**src/rtl/seq_pkg.sv**
```systemverilog
// Shared types and constants for the RV32I multi-cycle sequencer.
// States, opcode classes and error codes.
package seq_pkg;

  typedef enum logic [2:0] {
    S_IDLE   = 3'd0,
    S_FETCH  = 3'd1,
    S_DECODE = 3'd2,
    S_EXEC   = 3'd3,
    S_MEM    = 3'd4,
    S_WB     = 3'd5,
    S_HALT   = 3'd6,
    S_ERROR  = 3'd7
  } state_t;

  typedef enum logic [1:0] {
    ERR_NONE    = 2'b00,
    ERR_ILLEGAL = 2'b01,
    ERR_IMEM    = 2'b10,
    ERR_DMEM    = 2'b11
  } err_t;

  localparam logic [6:0] OPC_OP     = 7'b0110011;
  localparam logic [6:0] OPC_IMM    = 7'b0010011;
  localparam logic [6:0] OPC_LOAD   = 7'b0000011;
  localparam logic [6:0] OPC_STORE  = 7'b0100011;
  localparam logic [6:0] OPC_BRANCH = 7'b1100011;
  localparam logic [6:0] OPC_JAL    = 7'b1101111;
  localparam logic [6:0] OPC_JALR   = 7'b1100111;
  localparam logic [6:0] OPC_LUI    = 7'b0110111;
  localparam logic [6:0] OPC_AUIPC  = 7'b0010111;
  localparam logic [6:0] OPC_SYSTEM = 7'b1110011;

  function automatic logic is_legal(
    input logic [6:0] op
  );
    case (op)
      OPC_OP, OPC_IMM, OPC_LOAD,
      OPC_STORE, OPC_BRANCH, OPC_JAL,
      OPC_JALR, OPC_LUI, OPC_AUIPC:
        return 1'b1;
      default:
        return 1'b0;
    endcase
  endfunction

endpackage

```
**src/rtl/core_sequencer_if.sv**
```systemverilog
// Instruction/data memory handshake bundle.
// The sequencer drives requests; memories answer with ready.
interface core_sequencer_if;
  logic imem_req;
  logic imem_ready;
  logic dmem_req;
  logic dmem_ready;
  logic dmem_re;
  logic dmem_we;

  modport master (
    output imem_req, dmem_req,
    output dmem_re, dmem_we,
    input  imem_ready, dmem_ready
  );

  modport slave (
    input  imem_req, dmem_req,
    input  dmem_re, dmem_we,
    output imem_ready, dmem_ready
  );
endinterface

```
**src/rtl/wait_timer.sv**
```systemverilog
// Consecutive wait-cycle counter shared by FETCH and MEM.
// expired flags the cycle that would be the TIMEOUT-th wait.
module wait_timer #(
  parameter int TIMEOUT = 15
) (
  input  logic clock,
  input  logic reset,
  input  logic clear,
  input  logic count_en,
  output logic expired
);

  localparam int W = $clog2(TIMEOUT + 1);

  logic [W-1:0] cnt;

  assign expired = count_en
    && (cnt == W'(TIMEOUT - 1));

  always_ff @(posedge clock or negedge reset) begin
    if (!reset) begin
      cnt <= '0;
    end else if (clear) begin
      cnt <= '0;
    end else if (count_en) begin
      cnt <= cnt + 1'b1;
    end
  end

endmodule

```
**src/rtl/core_sequencer.sv**
```systemverilog
// Multi-cycle RV32I control sequencer with handshaked
// memories, halt, error trapping and retire counter.
module core_sequencer
  import seq_pkg::*;
#(
  parameter int TIMEOUT = 15,
  parameter int CNT_W   = 32
) (
  input  logic             clock,
  input  logic             reset,
  input  logic [6:0]       opcode,
  input  logic             mem_read,
  input  logic             mem_write,
  input  logic             reg_write,
  core_sequencer_if.master mem,
  output logic             ir_we,
  output logic             pc_we,
  output logic             rf_we,
  input  logic             halt_req,
  output logic             halted,
  output logic             error,
  output logic [1:0]       err_code,
  output logic [2:0]       state,
  output logic [CNT_W-1:0] retired
);

  state_t st, st_nx;
  err_t   err_q, err_nx;
  logic   waiting;
  logic   expired;

  assign waiting =
    (st == S_FETCH && !mem.imem_ready) ||
    (st == S_MEM && !mem.dmem_ready);

  wait_timer #(.TIMEOUT(TIMEOUT)) u_timer (
    .clock    (clock),
    .reset    (reset),
    .clear    (st_nx != st),
    .count_en (waiting),
    .expired  (expired)
  );

  always_comb begin
    st_nx  = st;
    err_nx = err_q;
    unique case (st)
      S_IDLE:
        st_nx = halt_req ? S_HALT : S_FETCH;
      S_FETCH: begin
        if (mem.imem_ready) begin
          st_nx = S_DECODE;
        end else if (expired) begin
          st_nx  = S_ERROR;
          err_nx = ERR_IMEM;
        end
      end
      S_DECODE: begin
        if (opcode == OPC_SYSTEM) begin
          st_nx = S_HALT;
        end else if (is_legal(opcode)) begin
          st_nx = S_EXEC;
        end else begin
          st_nx  = S_ERROR;
          err_nx = ERR_ILLEGAL;
        end
      end
      S_EXEC: begin
        if (opcode == OPC_LOAD ||
            opcode == OPC_STORE) begin
          st_nx = S_MEM;
        end else begin
          st_nx = S_WB;
        end
      end
      S_MEM: begin
        if (mem.dmem_ready) begin
          st_nx = S_WB;
        end else if (expired) begin
          st_nx  = S_ERROR;
          err_nx = ERR_DMEM;
        end
      end
      S_WB:
        st_nx = halt_req ? S_HALT : S_FETCH;
      S_HALT:
        if (!halt_req) st_nx = S_FETCH;
      S_ERROR:
        st_nx = S_ERROR;
    endcase
  end

  always_ff @(posedge clock or negedge reset) begin
    if (!reset) begin
      st      <= S_IDLE;
      err_q   <= ERR_NONE;
      retired <= '0;
    end else begin
      st    <= st_nx;
      err_q <= err_nx;
      if (st == S_WB) begin
        retired <= retired + 1'b1;
      end
    end
  end

  // Enables decode straight from state so reset forces them low.
  assign mem.imem_req = (st == S_FETCH);
  assign mem.dmem_req = (st == S_MEM);
  assign mem.dmem_re  = (st == S_MEM) && mem_read;
  assign mem.dmem_we  = (st == S_MEM) && mem_write;
  assign ir_we    = (st == S_FETCH) && mem.imem_ready;
  assign pc_we    = (st == S_WB);
  assign rf_we    = (st == S_WB) && reg_write;
  assign halted   = (st == S_HALT);
  assign error    = (st == S_ERROR);
  assign err_code = err_q;
  assign state    = st;

endmodule

```
**src/flat_wrapper.sv**
```systemverilog
// flat-port wrapper written by rule: the top's interface ports become plain ports
module core_sequencer_flat import seq_pkg::*;
#(
  parameter int TIMEOUT = 15,
  parameter int CNT_W   = 32
)
  (clock, reset, opcode, mem_read, mem_write, reg_write, ir_we, pc_we, rf_we, halt_req, halted, error, err_code, state, retired, mem_imem_req, mem_dmem_req, mem_dmem_re, mem_dmem_we, mem_imem_ready, mem_dmem_ready);
  core_sequencer_if mem_i ();
  input  logic clock;
  input  logic reset;
  input  logic [6:0] opcode;
  input  logic mem_read;
  input  logic mem_write;
  input  logic reg_write;
  output logic ir_we;
  output logic pc_we;
  output logic rf_we;
  input  logic halt_req;
  output logic halted;
  output logic error;
  output logic [1:0] err_code;
  output logic [2:0] state;
  output logic [CNT_W-1:0] retired;
  output wire logic [$bits(mem_i.imem_req)-1:0] mem_imem_req;
  output wire logic [$bits(mem_i.dmem_req)-1:0] mem_dmem_req;
  output wire logic [$bits(mem_i.dmem_re)-1:0] mem_dmem_re;
  output wire logic [$bits(mem_i.dmem_we)-1:0] mem_dmem_we;
  input wire logic [$bits(mem_i.imem_ready)-1:0] mem_imem_ready;
  input wire logic [$bits(mem_i.dmem_ready)-1:0] mem_dmem_ready;
  assign mem_imem_req = mem_i.imem_req;
  assign mem_dmem_req = mem_i.dmem_req;
  assign mem_dmem_re = mem_i.dmem_re;
  assign mem_dmem_we = mem_i.dmem_we;
  assign mem_i.imem_ready = mem_imem_ready;
  assign mem_i.dmem_ready = mem_dmem_ready;
  core_sequencer #(.TIMEOUT(TIMEOUT), .CNT_W(CNT_W)) u_core (.clock(clock), .reset(reset), .opcode(opcode), .mem_read(mem_read), .mem_write(mem_write), .reg_write(reg_write), .mem(mem_i), .ir_we(ir_we), .pc_we(pc_we), .rf_we(rf_we), .halt_req(halt_req), .halted(halted), .error(error), .err_code(err_code), .state(state), .retired(retired));
endmodule
```
**config.mk**
```make
export PLATFORM = sky130hd
export DESIGN_NAME = core_sequencer_flat
export DESIGN_NICKNAME = d
export VERILOG_FILES = /design/src/rtl/seq_pkg.sv /design/src/rtl/core_sequencer_if.sv /design/src/rtl/wait_timer.sv /design/src/rtl/core_sequencer.sv /design/src/flat_wrapper.sv
export SDC_FILE = /design/constraint.sdc
export NUM_CORES = 1
export LEC_CHECK = 0
export CELL_PAD_IN_SITES_DETAIL_PLACEMENT = 1
export CELL_PAD_IN_SITES_GLOBAL_PLACEMENT = 1
export CORE_MARGIN = 3
export CORE_UTILIZATION = 36
export DETAILED_ROUTE_END_ITERATION = 7
export PLACE_DENSITY_LB_ADDON = 0.1
export SLEW_MARGIN = 20
export SYNTH_ARGS = -nofsm -noshare
export SYNTH_HDL_FRONTEND = slang
export SYNTH_SLANG_ARGS = --single-unit
```
**constraint.sdc**
```tcl
create_clock -name clock -period 2.5 [get_ports clock]
set_clock_uncertainty 0.2 [all_clocks]
set_input_delay 0.5 -clock clock [delete_from_list [all_inputs] [get_ports clock]]
set_output_delay 0.5 -clock clock [all_outputs]
set_load 0.03 [all_outputs]
```
==> metrics.cfg, run 1 <==
[outcome]
outcome = complete, no violations

[pwr]
leakagePower_uw = 0.00132
power_density_nw_per_um2 = 877
power_uw = 2650
ir_drop_mv = 0.563

[logic_synthesis]
ys_ff_latch = 41
ys.flop_type = dfrtp_1
synth_top_family_by_area = simple AND/OR/NAND/NOR gates
synth_commonest_cells = dfrtp_1, xnor2_1, nand2_1, nand4_1
synth-xor-area-share = 0.131
synth_warnings = 0
syn_nets = 237
synth_seq_area_share = 0.465
synth_compound_area_frac = 0.0907
synthArstFlopShare = 1.00
synth.area.mux_share = 0
synth_area_um2 = 2210
synth_area_leaders = dfrtp_1, xnor2_1, nand2_1, nand4_1, and2_1
netlist.top_cell.by_area = dfrtp_1
synth_cell_type_count = 43
synth_top_cell_area_share = 0.465
yosys.area_share.simple = 0.264
synthCells = 219
syn-mean-instance-area_um2 = 10.1
yosysMostFrequentCell = dfrtp_1
synth-edff-count = 0
synthAdderAreaFrac = 0.0170

[place]
dp_hpwl_um = 4160
post-place-ws_ns = -0.00215
gp_congestion = 0.754
port_buffers = 60

[finish]
syn_to_final_growth_pct = 36.5
drive_gt1_frac = 0.0976
utilization = 0.528
final_nets = 304
n_antenna_cell = 0

[setup_path]
r2r_slack_ns = 0.31
slowest_delay_ns = 0.67
critPathLaunchType = flop
path_max_fanout = 7
crit_end = error
cp_slowest_cell = clkdlybuf4s50_1
reg2reg_depth = 6
r2r_start = u_core.retired[0]$_DFFE_PN0P_
cp-startpoint = u_core.state[2]$_DFF_PN0_
path_cells = and3_1 > clkdlybuf4s50_1
end_kind = primary output
cp_data_arrival_time_ns = 1.68
worst-setup-path-type = flop to primary output
reg2reg_to = u_core.retired[26]$_DFFE_PN0P_
cp.required_ns = 1.80

[clocking]
cts_tree = built
clkTransAtPathRegs_ns = 0.08
cts_buffer_depth = 2
cts.sinks = 41
cts_hold_buf = 0
cts_resized = 3
cts_setup_buffers = 0
cts_root_buf = clkbuf_8
clock_latency_ns = 0.30
cts_buffers = 5
htree_num_levels = 2

[run]
drv_cap = 0

[timing]
finalCritPeriodShare = 0.954
finalSetupTns_ns = 0
rsz0062_at_grt = no
post-route-min-period_ns = 2.38
final-setup-viol-count = 0
fmax_mhz = 419
fin_hold_ws_ns = 0.0538
relSlewSlack = 0.654
worstMarginPinSlew_ns = 0.519
slew_violations = 0
hold_viol = 0
fin_ws_ns = 0.115

[global_routing]
overflow = 0
grt_usage = 0.163
antenna_found_initial = 0
grt_pass1_vias = 1973
grt_max_degree = 42
grt_pass1_wl_um = 9410

[detailed_routing]
dr.first_iter.drc_count = 50
vias = 1882
remaining_drc_errors = 0
drtPass1Iterations = 4
wl_per_cell_um = 15.3
ant_nets = 0
drt-total-wl_um = 5480
via_per_inst = 5.24

[die]
core.rowCount = 27
ios = 61
fp.dieArea_um2 = 7110
start_util = 0.387
die_x_um = 84.3
die_height_um = 84.3
core_um2 = 5710

[min_path]
holdCritPathClass = primary input to async pin

-- per-layer routing --
metal / share of wire / GRT usage / wire (um)
met5: 0 / 0 / 0
met4: 0.016 / 0.0570 / 86
met3: 0.037 / 0.0363 / 204
met2: 0.50 / 0.272 / 2750
met1: 0.45 / 0.207 / 2440
-- cells by family (layout without fill, tap and decap cells) --
kind of cell,count (synthesis),after routing
simple gates,98,98
flops,41,41
xor+xnor,33,33
compound gates,29,29
buf+inv,15,83
fa+ha+maj,3,3
-- power breakdown --
part / total, uW / internal, uW / switching (uW)
sequential: 879 / 750 / 130
clock: 563 / 326 / 237
combinational: 1200 / 504 / 700
total: 2650 / 1580 / 1070
-- state kept, by name (all words and copies together) (netlist names) --
| signal | flops |
|---|---|
| u_core.err_code | 2 |
| u_core.retired | 32 |
| u_core.state | 3 |
| u_core.u_timer.cnt | 4 |
-- how the worst min path moves through the flow --
stage	slack (ns)	startpoint	endpoint	cells after the start
final	0.05	reset	u_core.retired[31]$_DFFE_PN0P_	2
after global routing	0.11	reset	u_core.retired[31]$_DFFE_PN0P_	2
after CTS	0.08	reset	u_core.retired[31]$_DFFE_PN0P_	2
after detailed placement	0.27	u_core.retired[31]$_DFFE_PN0P_	u_core.retired[31]$_DFFE_PN0P_	1
after global placement	0.26	u_core.retired[31]$_DFFE_PN0P_	u_core.retired[31]$_DFFE_PN0P_	1
after floorplan	0.004	reset	u_core.err_code[0]$_DFFE_PN0P_	0
-- area by class of cell --
| cell class | instances | area [um2] |
|---|---|---|
| tap | 72 | 90.1 |
| sequential | 41 | 1030 |
| clock inverter | 1 | 30.0 |
| clock buffer | 7 | 86.3 |
| multi-input combinational | 163 | 1120 |
| inverter | 9 | 33.8 |
| timing repair buffer | 66 | 629 |
| fill | 660 | 2690 |
-- layout by cell type (no fill, tap or decap), types with 6 or more instances in the layout --
| cell type | netlist | routed |
|---|---|---|
| and3_1 | 6 | 6 |
| xnor2_1 | 28 | 28 |
| o21ai_0 | 7 | 7 |
| nand2_1 | 27 | 27 |
| buf_4 | 2 | 10 |
| nand4_1 | 13 | 13 |
| and2_1 | 10 | 10 |
| dfrtp_1 | 41 | 41 |
| clkdlybuf4s50_1 | 0 | 51 |
| nand3_1 | 10 | 10 |
| clkbuf_8 | 0 | 6 |
| inv_1 | 9 | 9 |
-- through the flow --
| stage | instances | area [um2] |
|---|---|---|
| after global routing | 359 | 3020 |
| after detailed placement | 351 | 2900 |
| after global placement | 351 | 2900 |
| after CTS | 359 | 3010 |
| final | 359 | 3020 |
| after floorplan | 219 | 2220 |
-- critical path: cells and delay by family, from the launching register on --
kind	cells	cell delay, ns
simple gates	1	0.20
buf+inv	1	0.67
flops	1	0.51
(Power assumes the default switching activity.)
==> inputs of run 2 (changes only) <==
--- a/config.mk
+++ b/config.mk
@@ -10,7 +10,7 @@
 export CORE_MARGIN = 3
 export CORE_UTILIZATION = 36
 export DETAILED_ROUTE_END_ITERATION = 7
-export PLACE_DENSITY_LB_ADDON = 0.1
+export PLACE_DENSITY_LB_ADDON = 0.3
 export SLEW_MARGIN = 20
 export SYNTH_ARGS = -nofsm -noshare
 export SYNTH_HDL_FRONTEND = slang
==> run 2 against run 1 <==
Non-clock buffer count rose by 2. Global-route usage rose by 0.34 points. Clock power rose by 11%. Routed wire length rose by 1.8%. Maximum frequency rose by 3.1%. Final cell count rose by 0.56%. Combinational power barely moved. Count of clock-buffer cells in the layout fell by 2. Utilization rose by 0.48 points. Critical endpoint is now state[0]. Largest power group unchanged.
==> metrics.cfg, run 2 (same netlist as run 1, synthesis figures left out) <==
[outcome]
outcome = complete, no violations

[setup_path]
critPathLaunchType = flop
end_kind = primary output
cp_data_arrival_time_ns = 1.61
path_max_fanout = 14
reg2reg_depth = 6
cp.required_ns = 1.80
reg2reg_to = u_core.retired[29]$_DFFE_PN0P_
r2r_slack_ns = 0.23
r2r_start = u_core.state[1]$_DFF_PN0_
worst-setup-path-type = flop to primary output

[clocking]
cts_buffers = 5
cts_root_buf = clkbuf_8
cts.sinks = 41
htree_num_levels = 2
cts_setup_buffers = 0
clkTransAtPathRegs_ns = 0.08
clock_latency_ns = 0.29
cts_buffer_depth = 2
cts_tree = built

[global_routing]
grt_max_degree = 42
grt_usage = 0.166
grt_pass1_vias = 1906
overflow = 0
antenna_found_initial = 0
grt_pass1_wl_um = 9690

[timing]
final-setup-viol-count = 0
hold_viol = 0
slew_violations = 0
finalSetupTns_ns = 0
relSlewSlack = 0.655
fin_hold_ws_ns = 0.0671
finalCritPeriodShare = 0.925
fmax_mhz = 432
worstMarginPinSlew_ns = 0.518
post-route-min-period_ns = 2.31
rsz0062_at_grt = no

[finish]
fillers = 648
utilization = 0.533
syn_to_final_growth_pct = 37.8
largest_reg_flops = 32
n_antenna_cell = 0
design_area_um2 = 3040
final_nets = 306
regMostFlops = u_core.retired
mostFrequentLayoutCell = clkdlybuf4s50_1
drive_gt1_frac = 0.107
layout_common_cells = clkdlybuf4s50_1, dfrtp_1, xnor2_1, nand2_1, nand4_1

[die]
ios = 61
die_height_um = 84.3
start_util = 0.387
die_x_um = 84.3
core.rowCount = 27
fp.dieArea_um2 = 7110
core_um2 = 5710

[place]
port_buffers = 60
dpl_cell_area_um2 = 2920
dp_hpwl_um = 4310
gp_congestion = 0.753

[detailed_routing]
wl_per_cell_um = 15.5
ant_nets = 0
dr.first_iter.drc_count = 94
drt-total-wl_um = 5580
drtPass1Iterations = 4
via_per_inst = 5.24
vias = 1890
remaining_drc_errors = 0

[run]
drv_cap = 0

[min_path]
holdCritPathClass = primary input to async pin

[pwr]
power_density_nw_per_um2 = 896
leakagePower_uw = 0.00133
ir_drop_mv = 0.677

## run 2: cell types whose count changed in the layout (fill, tap and decap cells not counted)
cell / previous run / this run
buf_4: 10 / 12
dlygate4sd2_1: 3 / 5
bufinv_16: 1 / 2
clkbuf_1: 1 / 0
clkbuf_8: 6 / 5
clkdlybuf4s50_1: 51 / 50
clkinv_2: 0 / 1
dlymetal6s2s_1: 1 / 0
## run 2: metrics by stage
step,cells,power [uW],setup slack (ns)
floorplan,219,1650,-0.137
global route,361,2900,0.108
CTS,361,2770,0.160
detailed placement,353,2150,0.0914
finish,361,2730,0.187
global placement,353,2130,0.133
## run 2: critical path: stages (launching register included)
cell	delay [ns]
dfrtp_1	0.42
buf_4	0.22
clkdlybuf4s50_1	0.69
## run 2: cell type report
type                    count  area, um2  share of cell area
clock inverters             3       65.1              0.0214
inverters                   9       33.8              0.0111
well taps                  72       90.1              0.0296
clock buffers               5       68.8              0.0226
multi-input cells         163       1120               0.368
repair buffers             68        639               0.210
flip-flops and latches     41       1030               0.337
## run 2: where the power goes
group	internal, uW	switching [uW]
Combinational	511	717
Sequential	750	125
Clock	397	228
Total	1660	1070
## run 2: repair_timing
action,in CTS,in global routing
resized for setup,5,0
setup endpoints to repair,5,0
hold buffers,0,0
## run 2: routing by layer
metal / track usage / up-vias / wire, um
li1: - / 902 / -
met1: 0.237 / 930 / 2620
met2: 0.255 / 54 / 2630
met3: 0.0353 / 4 / 270
met4: 0.0439 / 0 / 52
met5: 0 / - / 0
## run 2: worst max path at each step
stage                                          from  slack, ns                                 to
after floorplan           u_core.state[0]$_DFF_PN0_      -0.14                              ir_we
after global placement                    opcode[2]       0.13  u_core.u_timer.cnt[3]$_DFFE_PN0P_
after detailed placement                  opcode[2]       0.09  u_core.u_timer.cnt[3]$_DFFE_PN0P_
after CTS                 u_core.state[0]$_DFF_PN0_       0.16                           state[0]
after global routing      u_core.state[1]$_DFF_PN0_       0.11                       mem_imem_req
final                     u_core.state[0]$_DFF_PN0_       0.19                           state[0]
==> inputs of run 3 (changes only) <==
--- a/config.mk
+++ b/config.mk
@@ -5,6 +5,7 @@
 export SDC_FILE = /design/constraint.sdc
 export NUM_CORES = 1
 export LEC_CHECK = 0
+export CAP_MARGIN = 30
 export CELL_PAD_IN_SITES_DETAIL_PLACEMENT = 1
 export CELL_PAD_IN_SITES_GLOBAL_PLACEMENT = 1
 export CORE_MARGIN = 3
==> results of run 3 <==
No change in the layout: final DEF, timing and power equal those of run 2.
